File: config.mk
export PLATFORM = sky130hd
export DESIGN_NAME = reg4_serial_tx_flat
export DESIGN_NICKNAME = d
export VERILOG_FILES = /design/src/rtl/reg4_serial_tx_if.sv /design/src/rtl/reg4_serial_tx.sv /design/src/flat_wrapper.sv
export SDC_FILE = /design/constraint.sdc
export NUM_CORES = 1
export LEC_CHECK = 0
export ABC_CLOCK_PERIOD_IN_PS = 1500
export CAP_MARGIN = 20
export CORE_MARGIN = 5
export CORE_UTILIZATION = 45
export DETAILED_ROUTE_END_ITERATION = 7
export PLACE_DENSITY = 0.81
export SLEW_MARGIN = 20
export SYNTH_ARGS = -nofsm -noshare
export SYNTH_HDL_FRONTEND = slang
export SYNTH_SLANG_ARGS = --single-unit
File: constraint.sdc
create_clock -name Clk -period 1.5 [get_ports Clk]
set_clock_uncertainty 0.1 [all_clocks]
set_input_delay 0.375 -clock Clk [delete_from_list [all_inputs] [get_ports Clk]]
set_output_delay 0.375 -clock Clk [all_outputs]
set_load 0.1 [all_outputs]
File: src/rtl/reg4_serial_tx_if.sv
// Load handshake and serial line bundle for the register serial transmitter.
interface reg4_serial_tx_if #(
    parameter int unsigned WIDTH = 4
);
    logic [WIDTH-1:0] I;
    logic             Load;
    logic             Ready;
    logic             SerOut;
    logic             Done;

    modport master (
        output I,
        output Load,
        input  Ready,
        input  SerOut,
        input  Done
    );

    modport slave (
        input  I,
        input  Load,
        output Ready,
        output SerOut,
        output Done
    );
endinterface

File: src/rtl/reg4_serial_tx.sv
// Parallel-in/serial-out framed transmitter: start bit, WIDTH data bits
// LSB-first, stop bit, each bit held for BIT_CYCLES clocks.
module reg4_serial_tx #(
    parameter int unsigned WIDTH      = 4,
    parameter int unsigned BIT_CYCLES = 2
) (
    input  logic           Clk,
    input  logic           Rst,
    reg4_serial_tx_if.slave bus
);
    localparam int unsigned CNT_W = (BIT_CYCLES > 1) ? $clog2(BIT_CYCLES) : 1;
    localparam int unsigned IDX_W = (WIDTH > 1) ? $clog2(WIDTH) : 1;
    localparam logic [CNT_W-1:0] CNT_LAST = CNT_W'(BIT_CYCLES - 1);
    localparam logic [IDX_W-1:0] IDX_LAST = IDX_W'(WIDTH - 1);

    typedef enum logic [1:0] {
        IDLE  = 2'd0,
        START = 2'd1,
        DATA  = 2'd2,
        STOP  = 2'd3
    } state_t;

    state_t           state;
    logic [WIDTH-1:0] shreg;
    logic [WIDTH-1:0] shreg_nx;
    logic [CNT_W-1:0] cnt;
    logic [IDX_W-1:0] idx;
    logic             ser_q;
    logic             rdy_q;
    logic             done_q;
    logic             bit_end;

    assign shreg_nx   = shreg >> 1;
    assign bit_end    = (cnt == CNT_LAST);
    assign bus.SerOut = ser_q;
    assign bus.Ready  = rdy_q;
    assign bus.Done   = done_q;

    // Frame sequencer; every output is a register loaded one edge ahead.
    always_ff @(posedge Clk or posedge Rst) begin
        if (Rst) begin
            state  <= IDLE;
            shreg  <= '0;
            cnt    <= '0;
            idx    <= '0;
            ser_q  <= 1'b1;
            rdy_q  <= 1'b1;
            done_q <= 1'b0;
        end else begin
            done_q <= 1'b0;
            case (state)
                IDLE: begin
                    if (bus.Load) begin
                        shreg <= bus.I;
                        cnt   <= '0;
                        state <= START;
                        ser_q <= 1'b0;
                        rdy_q <= 1'b0;
                    end
                end
                START: begin
                    if (bit_end) begin
                        cnt   <= '0;
                        idx   <= '0;
                        state <= DATA;
                        ser_q <= shreg[0];
                    end else begin
                        cnt <= cnt + CNT_W'(1);
                    end
                end
                DATA: begin
                    if (bit_end) begin
                        cnt <= '0;
                        if (idx == IDX_LAST) begin
                            state <= STOP;
                            ser_q <= 1'b1;
                        end else begin
                            shreg <= shreg_nx;
                            idx   <= idx + IDX_W'(1);
                            ser_q <= shreg_nx[0];
                        end
                    end else begin
                        cnt <= cnt + CNT_W'(1);
                    end
                end
                STOP: begin
                    if (bit_end) begin
                        cnt    <= '0;
                        state  <= IDLE;
                        ser_q  <= 1'b1;
                        rdy_q  <= 1'b1;
                        done_q <= 1'b1;
                    end else begin
                        cnt <= cnt + CNT_W'(1);
                    end
                end
                default: begin
                    state <= IDLE;
                    ser_q <= 1'b1;
                    rdy_q <= 1'b1;
                end
            endcase
        end
    end
endmodule

File: src/flat_wrapper.sv
// flat-port wrapper written by rule: the top's interface ports become plain ports
module reg4_serial_tx_flat 
#(
    parameter int unsigned WIDTH      = 4,
    parameter int unsigned BIT_CYCLES = 2
)
  (Clk, Rst, bus_I, bus_Load, bus_Ready, bus_SerOut, bus_Done);
  reg4_serial_tx_if #(.WIDTH(WIDTH)) bus_i ();
  input  logic Clk;
  input  logic Rst;
  input wire logic [$bits(bus_i.I)-1:0] bus_I;
  input wire logic [$bits(bus_i.Load)-1:0] bus_Load;
  output wire logic [$bits(bus_i.Ready)-1:0] bus_Ready;
  output wire logic [$bits(bus_i.SerOut)-1:0] bus_SerOut;
  output wire logic [$bits(bus_i.Done)-1:0] bus_Done;
  assign bus_i.I = bus_I;
  assign bus_i.Load = bus_Load;
  assign bus_Ready = bus_i.Ready;
  assign bus_SerOut = bus_i.SerOut;
  assign bus_Done = bus_i.Done;
  reg4_serial_tx #(.WIDTH(WIDTH), .BIT_CYCLES(BIT_CYCLES)) u_core (.Clk(Clk), .Rst(Rst), .bus(bus_i));
endmodule
==> results.md <==
* Status: complete, but fails checks
* Failing checks: negative setup slack
* Slew Viols, Final at 0
* Die W at a little under 50 um
* Max Buffers Root-to-Sink at 2
* Sequential share of power at between 20% and 30%
* First-pass GRT wire length at a little under 3 mm
* Crit path launch type: flip-flop
* Largest net degree at the start of global routing at 13
* Root Buffer: clkbuf_4
* I/O Buffers at 9
* Multi-input gate area at 450 um2
* Fin Hold WS at approximately 0.3 ns
* Combinational power share at a little over 70%
* Area Overhead vs Synth at 74.4%
* Met1 Resource Use GR at between 10% and 20%
* R2r setup slk at -0.24 ns
* Hpwl dp at around 1.1 mm
* Vias/cell at 5.46
* Antenna Cells at 0
* Final setup fails at 7
* Layout cell share with drive strength beyond 1 at slightly above 60%
* CP Capture Type: flip-flop
* Leak Pwr at roughly 0.53 nW
* Initial antenna violation count at 0
* Yosys top cell area share at a little under two fifths
* Final WL at roughly 1.9 mm
* Internal at about 1.9 mW
* Area of the die at around 2400 um2
* Final worst setup slack at -0.242 ns
* Global routing's busiest layer: met2
* M3 GR Usage at around 2.8%
* Antenna-violating nets left at 0
* Placeable Area at ~1500 um2
* Clk sinks at 12
* Distinct cells, synth at 22
* Mapped cell area at between 600 and 700 um2
* CTS tree: done
* Drt wl/cell at roughly 16 um
* Crit Path Category: reg -> reg
* Post-synthesis sequential area ratio at approximately 45%
* M2 GR Usage at between 20% and 30%
* Maximum VDD drop at 1.72 mV
* Clock network fraction of design power at 8.8%
* Initial Util at between 40% and 50%
* Synthesized instance count at 60
* # rows at 14
* Nets@finish at 111
* DRC at 0
* Clock buffers created by TritonCTS at 3
* Number of synthesized register bits at 12
* Initial DRC Count at 2
* Rel. slew slack at around two thirds
* WP data arrival at ~1.8 ns
* All-Layer GR Usage at around 16%
* Critical path peak fanout at 4
* Area contributors post-synth: dfrtp_1 (37%), mux2_2 (12%), ha_1 (9.3%)
* Min cycle time layout at around 1.7 ns
* DR vias at 622
* Placer Congestion at ~0.75
* Switching power at about 1.2 mW
* Number of hold buffers added after cts at 0
* DRT Pass-1 Iters at 4
* Worst-Margin Slew at between 0.4 and 0.5 ns
* Die Span Y at 48.6 um
* Fill count at between 80 and 90
* Syn Nets at 72
* H-tree levels at 1
* Tcrit/Tclk final at 116%
* Storage cell area at approximately 300 um2
* Final hold violations at 0
* Reg2reg path depth at 5
* Clock transition at path regs at approximately 0.08 ns
* MaxCap Viol Count at 0
* Vias in the first global route at 638
* Reg2reg end: u_core.shreg[2]
* Max Clk Rate at between 0.5 and 0.6 GHz
* Syn. warnings at 0
* Place WS at -0.464 ns
* R2R Path Start: u_core.state[1]
* Clk Latency, worst-skew pair at around 0.29 ns
* Mapped Avg Cell Area at 11.2 um2
* Gr ovfl total at 0
* Pwr per Cell Area at between 2000 and 3000 nW/um2
* RSZ-0062 raised after global routing: true
* Type of the tightest min-delay check: in -> async
* Switching Fraction at approximately 40%
* Synth area leader: dfrtp_1
* I/O Pins at 10
* Critical Path RT at around 1.6 ns
## cell usage after synthesis
cell and n:
inv_1 5, a211oi_4 1, mux2_4 1, nand2_1 4
and2_2 1, o32a_1 1, nor3_1 1, nand4_1 1
dfrtp_1 10, nand2b_2 1, and3b_2 1, a22o_1 1
a21oi_1 5, ha_1 5, mux2_2 7, nor2_1 2
dfstp_2 2, o221a_2 1, buf_4 1, and2b_1 1
nand2b_1 1, o21ai_0 7
## critical path, stage by stage (launching register included)
cell and delay, ns:
dfrtp_1 0.40, buf_6 0.14, ha_4 0.16, buf_6 0.13, a211oi_4 0.36, mux2_4 0.34
## final cells by class
type	count	share of cell area, %
clock buffer	4	3.11
inverter	5	1.61
multi-input combinational	42	38.6
sequential	12	25.9
tap	16	1.71
timing repair buffer	35	29.0
## metal layers
metal	part of all wire, %	vias up	wire length (um)
met4	3.5	0	65
met3	3.8	6	71
met2	51	18	952
met5	0	-	0
li1	-	289	-
met1	42	309	780
## how the worst max path moves through the flow
stage | startpoint | to | depth (start not counted)
6_report | u_core.state[1] | u_core.shreg[2] | 5
5_1_grt | u_core.state[1] | u_core.shreg[2] | 5
4_1_cts | u_core.state[0] | u_core.shreg[1] | 5
3_5_place_dp | bus_Load | u_core.shreg[1] | 4
3_3_place_gp | bus_Load | u_core.shreg[0] | 4
2_1_floorplan | u_core.state[0] | u_core.state[1] | 6
## layout by cell type, fill, tap and decap left out, types with 2 or more instances in the layout
master and n:
a21oi_1 4, buf_12 4, buf_4 22, buf_6 3
clkbuf_4 3, clkdlybuf4s50_1 6, dfrtp_1 10, dfstp_2 2
ha_4 4, inv_1 3, inv_2 2, mux2_2 4
mux2_4 4, nand2_1 4, nand2b_4 2, o21ai_0 4
o21ai_2 2
## power by group through the flow
stage               logic, mW  registers (mW)  clock network (mW)
floorplan               0.788           0.813                   0
global placement         1.40           0.618                   0
detailed placement       1.46           0.631                   0
CTS                      1.96           0.624               0.269
global route             2.34           0.650               0.295
finish                   2.21           0.630               0.273
## stage by stage
stage               util, %  setup TNS (ns)  instances  instance area (um2)  power (mW)
finish                 80.3           -1.44        114                 1170        3.12
global route           80.3           -1.76        114                 1170        3.29
CTS                    76.3          -0.848        109                 1110        2.86
detailed placement     62.6           -2.72         96                  910        2.09
global placement       62.6           -2.44         96                  910        2.02
floorplan                 -          -0.618         60                  691        1.60
## what timing repair did
action                     in CTS  in global routing
buffers inserted                9                  5
pin swaps                       5                  1
gates resized for setup        20                  6
setup endpoints to repair       9                 11
## cells by family (layout without fill, tap and decap cells)
kind of cell             Yosys count  after routing  synth area share [%]
AO/OA/AOI/OAI                     16             16                  16.4
adder cells (fa/ha/maj)            5              5                  9.35
buffers and inverters              6             44                  3.93
flip-flops                        12             12                  45.2
multiplexers                       8              8                  14.0
AND/OR/NAND/NOR                   13             13                  11.0
## state kept, by name (all words and copies together) (netlist names)
signal,count
u_core.bus.Ready,1
u_core.bus.SerOut,1
u_core.idx,2
u_core.bus.Done,1
u_core.shreg,4
u_core.state,2
u_core.bit_end,1
No activity file was read; power rests on OpenSTA's default activity.
